===== src/rtl/mem_arbiter.sv =====
// Two-requester (fetch, load/store) arbiter onto a single AXI-lite master port.
// One transaction in flight; ties alternate between requesters.
module mem_arbiter #(
  parameter int ADDR_W = 64,
  parameter int DATA_W = 64,
  parameter int STRB_W = DATA_W / 8
) (
  input  logic              ACLK,
  input  logic              ARESETn,
  input  logic              ifu_req,
  input  logic [ADDR_W-1:0] ifu_addr,
  output logic [DATA_W-1:0] ifu_rdata,
  output logic              ifu_done,
  input  logic              lsu_req,
  input  logic              lsu_we,
  input  logic [ADDR_W-1:0] lsu_addr,
  input  logic [DATA_W-1:0] lsu_wdata,
  input  logic [STRB_W-1:0] lsu_wmask,
  output logic [DATA_W-1:0] lsu_rdata,
  output logic              lsu_done,
  output logic              resp_err,
  output logic              busy,
  output logic [ADDR_W-1:0] araddr,
  output logic              arvalid,
  input  logic              arready,
  input  logic [DATA_W-1:0] rdata,
  input  logic [1:0]        rresp,
  input  logic              rvalid,
  output logic              rready,
  output logic [ADDR_W-1:0] awaddr,
  output logic              awvalid,
  input  logic              awready,
  output logic [DATA_W-1:0] wdata,
  output logic [STRB_W-1:0] wstrb,
  output logic              wvalid,
  input  logic              wready,
  input  logic [1:0]        bresp,
  input  logic              bvalid,
  output logic              bready
);

  typedef enum logic [2:0] {IDLE, AR, R, AW_W, B, RESP} state_t;

  state_t            state_q;
  logic              last_grant_q;  // 0 = ifu, 1 = lsu
  logic              gnt_lsu_q;
  logic [ADDR_W-1:0] addr_q;
  logic [DATA_W-1:0] wdata_q;
  logic [STRB_W-1:0] wmask_q;
  logic [DATA_W-1:0] ifu_rdata_q, lsu_rdata_q;
  logic              ifu_done_q, lsu_done_q, resp_err_q;
  logic              arvalid_q, rready_q, awvalid_q, wvalid_q, bready_q;

  logic pick_lsu_d;
  logic aw_ok_d, w_ok_d;

  assign pick_lsu_d = lsu_req && (!ifu_req || !last_grant_q);
  // A channel counts as complete if it already handshook or is handshaking now.
  assign aw_ok_d    = !awvalid_q || awready;
  assign w_ok_d     = !wvalid_q  || wready;

  always_ff @(posedge ACLK or negedge ARESETn) begin
    if (!ARESETn) begin
      state_q      <= IDLE;
      last_grant_q <= 1'b0;
      gnt_lsu_q    <= 1'b0;
      addr_q       <= '0;
      wdata_q      <= '0;
      wmask_q      <= '0;
      ifu_rdata_q  <= '0;
      lsu_rdata_q  <= '0;
      ifu_done_q   <= 1'b0;
      lsu_done_q   <= 1'b0;
      resp_err_q   <= 1'b0;
      arvalid_q    <= 1'b0;
      rready_q     <= 1'b0;
      awvalid_q    <= 1'b0;
      wvalid_q     <= 1'b0;
      bready_q     <= 1'b0;
    end else begin
      ifu_done_q <= 1'b0;
      lsu_done_q <= 1'b0;
      resp_err_q <= 1'b0;
      case (state_q)
        IDLE: begin
          if (ifu_req || lsu_req) begin
            gnt_lsu_q    <= pick_lsu_d;
            last_grant_q <= pick_lsu_d;
            addr_q       <= pick_lsu_d ? lsu_addr : ifu_addr;
            wdata_q      <= lsu_wdata;
            wmask_q      <= lsu_wmask;
            if (pick_lsu_d && lsu_we) begin
              awvalid_q <= 1'b1;
              wvalid_q  <= 1'b1;
              state_q   <= AW_W;
            end else begin
              arvalid_q <= 1'b1;
              state_q   <= AR;
            end
          end
        end
        AR: begin
          if (arready) begin
            arvalid_q <= 1'b0;
            rready_q  <= 1'b1;
            state_q   <= R;
          end
        end
        R: begin
          if (rvalid) begin
            rready_q   <= 1'b0;
            resp_err_q <= |rresp;
            if (gnt_lsu_q) begin
              lsu_rdata_q <= rdata;
              lsu_done_q  <= 1'b1;
            end else begin
              ifu_rdata_q <= rdata;
              ifu_done_q  <= 1'b1;
            end
            state_q <= RESP;
          end
        end
        AW_W: begin
          if (awready) awvalid_q <= 1'b0;
          if (wready)  wvalid_q  <= 1'b0;
          if (aw_ok_d && w_ok_d) begin
            bready_q <= 1'b1;
            state_q  <= B;
          end
        end
        B: begin
          if (bvalid) begin
            bready_q   <= 1'b0;
            resp_err_q <= |bresp;
            lsu_done_q <= 1'b1;
            state_q    <= RESP;
          end
        end
        RESP:    state_q <= IDLE;
        default: state_q <= IDLE;
      endcase
    end
  end

  assign ifu_rdata = ifu_rdata_q;
  assign lsu_rdata = lsu_rdata_q;
  assign ifu_done  = ifu_done_q;
  assign lsu_done  = lsu_done_q;
  assign resp_err  = resp_err_q;
  assign busy      = (state_q != IDLE);
  assign araddr    = addr_q;
  assign arvalid   = arvalid_q;
  assign rready    = rready_q;
  assign awaddr    = addr_q;
  assign awvalid   = awvalid_q;
  assign wdata     = wdata_q;
  assign wstrb     = wmask_q;
  assign wvalid    = wvalid_q;
  assign bready    = bready_q;

endmodule


===== config.mk =====
export PLATFORM = sky130hd
export DESIGN_NAME = mem_arbiter
export DESIGN_NICKNAME = d
export VERILOG_FILES = /design/src/rtl/mem_arbiter.sv
export SDC_FILE = /design/constraint.sdc
export NUM_CORES = 1
export LEC_CHECK = 0
export ABC_AREA = 1
export CORE_AREA = 2 2 236 238
export DETAILED_ROUTE_END_ITERATION = 6
export DIE_AREA = 0 0 238 240
export HOLD_SLACK_MARGIN = 0.02
export PLACE_DENSITY = 0.51
export SKIP_LAST_GASP = 1
export SYNTH_ARGS = -nofsm -noshare
export SYNTH_HDL_FRONTEND = slang
export SYNTH_SLANG_ARGS = --single-unit

===== constraint.sdc =====
create_clock -name ACLK -period 1.7 [get_ports ACLK]
set_input_delay 0.51 -clock ACLK [delete_from_list [all_inputs] [get_ports ACLK]]
set_output_delay 0.51 -clock ACLK [all_outputs]
set_load 0.05 [all_outputs]

==> impl_metrics.toml <==
[floorplanning]
die_h_um = 240
pin_count = 615
die-area_um2 = 57120
core_area_um2 = 54660
initial_utilization = 0.2192
fp-row-count = 86
chipWidth_um = 238

[sta]
fin_crit_sh = 1.141
clock_skew_ps = 20.73
fin_crit_ps = 1940
setup_violations = 146
final.setup.worst_slack_ps = -240.5
rsz0062_at_grt = "true"
slew_headroom = 0.7876
finalMaxSlewViolations = 0
worst_pin_slew_ps = 318.6
fmax_mhz = 515.3
hold_viol = 0
holdWs_ps = 427.6

[worst_setup_path]
cp.required_ps = 1190
cp_slowest_cell = "dfrtp_1"
crit_type = "flop to output port"
r2r-end = "wdata[20]"
crit_path_start_kind = "flop"
cpPeakStageDelay_ps = 410
reg2reg_depth = 12
crit_chain = "nor2_4 -> nand2_2 -> buf_6 -> buf_12"
r2r_slack_ps = -220
cp_max_fo = 2
cp_top_family = "flip-flops"
critPathArrivalTime_ps = 1430
r2r-start = "state_q[0]"
setup.worst_path.end_class = "output port"
path_buf_inv = 2

[synthesis]
synthTopCellsByCount = "nand2_1, dfrtp_1, o21ai_1"
synthFlopType = "dfrtp_1"
avgSynthCellArea_um2 = 9.389
yosysSeqAreaShare = 0.5765
synthCells = 1276
synth-edff-count = 0
ys_types = 24
ys_ff_latch = 276
yosysWarnings = 0
synth.most_common_cell = "nand2_1"
syn_nets = 1554
synthArstFlopShare = 1.000
synth_area_leaders = "dfrtp_1, nand2_1, o21ai_2"
yosysTopAreaCellShare = 0.5765
yosysTopAreaCell = "dfrtp_1"
synthesis.area_um2 = 11980

[cts]
path_clk_slew_ps = 60
root_buffer = "clkbuf_16"
insertion_delay_ps = 540
cts-htree-levels = 2
cts_tree = "done"
cts.sinks = 276
cts_buffers = 35
clock_path_buffers = 3

[status]
status = "finished with violations"
violations = "negative setup slack"

[global_routing]
grt-ovfl-total = 0
grt_usage = 0.1649
grt_antenna_before_repair = 1
grt_max_degree = 59
grt_pass1_wl_um = 71380
grt_pass1_vias = 11090

[power]
cellPowerDensity_nw_per_um2 = 2546
ir_drop_mv = 1.960
power_leakage_nw = 11.18

[route]
via_per_inst = 4.128
drt_pre_antenna_iters = 5
antenna_left = 0
wirelength_met1_um = 21150
met3_length_um = 3297
drcViolationCount = 0
top_layer_used = "met4"
wl_per_cell_um = 19.80
routed_wl_um = 52060
drtIter0Drc = 508
dr_wl_met2_um = 26340
vias = 10860

[cells_and_area]
syn2layout_area_growth_pct = 102.3
fillCellCount = 5132
drive_above_1_share = 0.3662
final_nets = 2178
layout.cells.non_filler = 2630

[place]
dp_hpwl_um = 37740
dp.cells = 2521
gp_congestion = 0.8279
port_buffers = 614

[flow_run]
maxCapViolCount = 0

[min_path]
hold_class = "input pin to asynchronous set/reset pin"
## logic make-up (layout without fill, tap and decap cells)
group / Yosys count / after routing / synth area share
other: 0 / 1 / 0
AOI/OAI and AO/OA: 265 / 265 / 0.1425
DFF: 276 / 276 / 0.5765
buffers and inverters: 214 / 863 / 0.1131
and+or+nand+nor: 521 / 521 / 0.1679
## cell usage in the layout (no fill, tap or decap), types with 8 or more instances in the layout
| cell | synthesis | layout |
|---|---|---|
| nand2_1 | 432 | 402 |
| buf_12 | 0 | 356 |
| clkdlybuf4s50_1 | 0 | 276 |
| dfrtp_1 | 276 | 210 |
| o21ai_1 | 113 | 117 |
| o21ai_2 | 100 | 102 |
| inv_1 | 75 | 75 |
| nor2_1 | 70 | 70 |
| dfrtp_2 | 0 | 66 |
| clkbuf_16 | 0 | 52 |
| buf_4 | 66 | 48 |
| o21ai_0 | 49 | 43 |
| nand2_2 | 3 | 23 |
| nand2_4 | 2 | 12 |
| clkbuf_1 | 12 | 12 |
| buf_6 | 37 | 11 |
| nand3_1 | 9 | 9 |
| clkbuf_8 | 0 | 8 |
## how the worst max path moves through the flow
stage	from	end	slack [ps]	cells after the start
floorplan	state_q[0]	wdata[10]	130	8
global route	state_q[0]	busy	-310	4
finish	state_q[0]	busy	-240	4
global placement	ifu_req	araddr[5]	-480	8
detailed placement	ifu_req	araddr[15]	-510	8
CTS	state_q[1]	busy	-290	4
## layout make-up
cell class,count,area [um^2],share of cell area
multi-input cells,786,3851,0.1589
clock inverters,6,70.07,0.002892
repair buffers,718,11000,0.4538
inverters,79,325.3,0.01343
clock buffers,56,1056,0.04358
flip-flops and latches,276,6989,0.2884
diodes,1,2.502,0.0001033
well taps,704,880.8,0.03635
repair inverters,4,58.81,0.002427
## flip-flops by register name (all words and copies together) (netlist names), 3 cells and up
name,flops
wstrb,8
lsu_rdata,64
state_q,3
ifu_rdata,64
wdata,64
araddr,64
## metrics by stage
stage	worst slack [ps]	util	total power [mW]	area [um^2]	TNS, ps
after floorplan	129.1	-	31.34	11980	0
after global placement	-481.4	0.4032	51.41	22040	-72970
after detailed placement	-511.3	0.4032	51.74	22040	-74970
after CTS	-289.1	0.4263	59.74	23300	-2500
after global routing	-310.5	0.4432	64.21	24230	-34990
final	-240.5	0.4433	61.70	24230	-20820
## per-layer routing
layer	vias up	global-route usage
met2	343	0.2881
li1	5224	-
met1	5219	0.1987
met5	-	0
met3	70	0.04259
met4	0	0.05095
## power by group
| group | internal, mW | switching [mW] | total, mW |
|---|---|---|---|
| registers | 9.86 | 4.42 | 14.3 |
| clock network | 4.41 | 2.94 | 7.35 |
| logic | 19.0 | 21.0 | 40.1 |
## timing repair
action | in CTS | in global routing
pin swaps | 2 | 8
hold endpoints to repair | 22 | 0
resized for setup | 65 | 85
gates cloned | 0 | 27
hold buffers | 1 | 0
buffers inserted | 6 | 12
endpoints found under the setup margin | 129 | 150
Power figures use the tool's default switching activity.
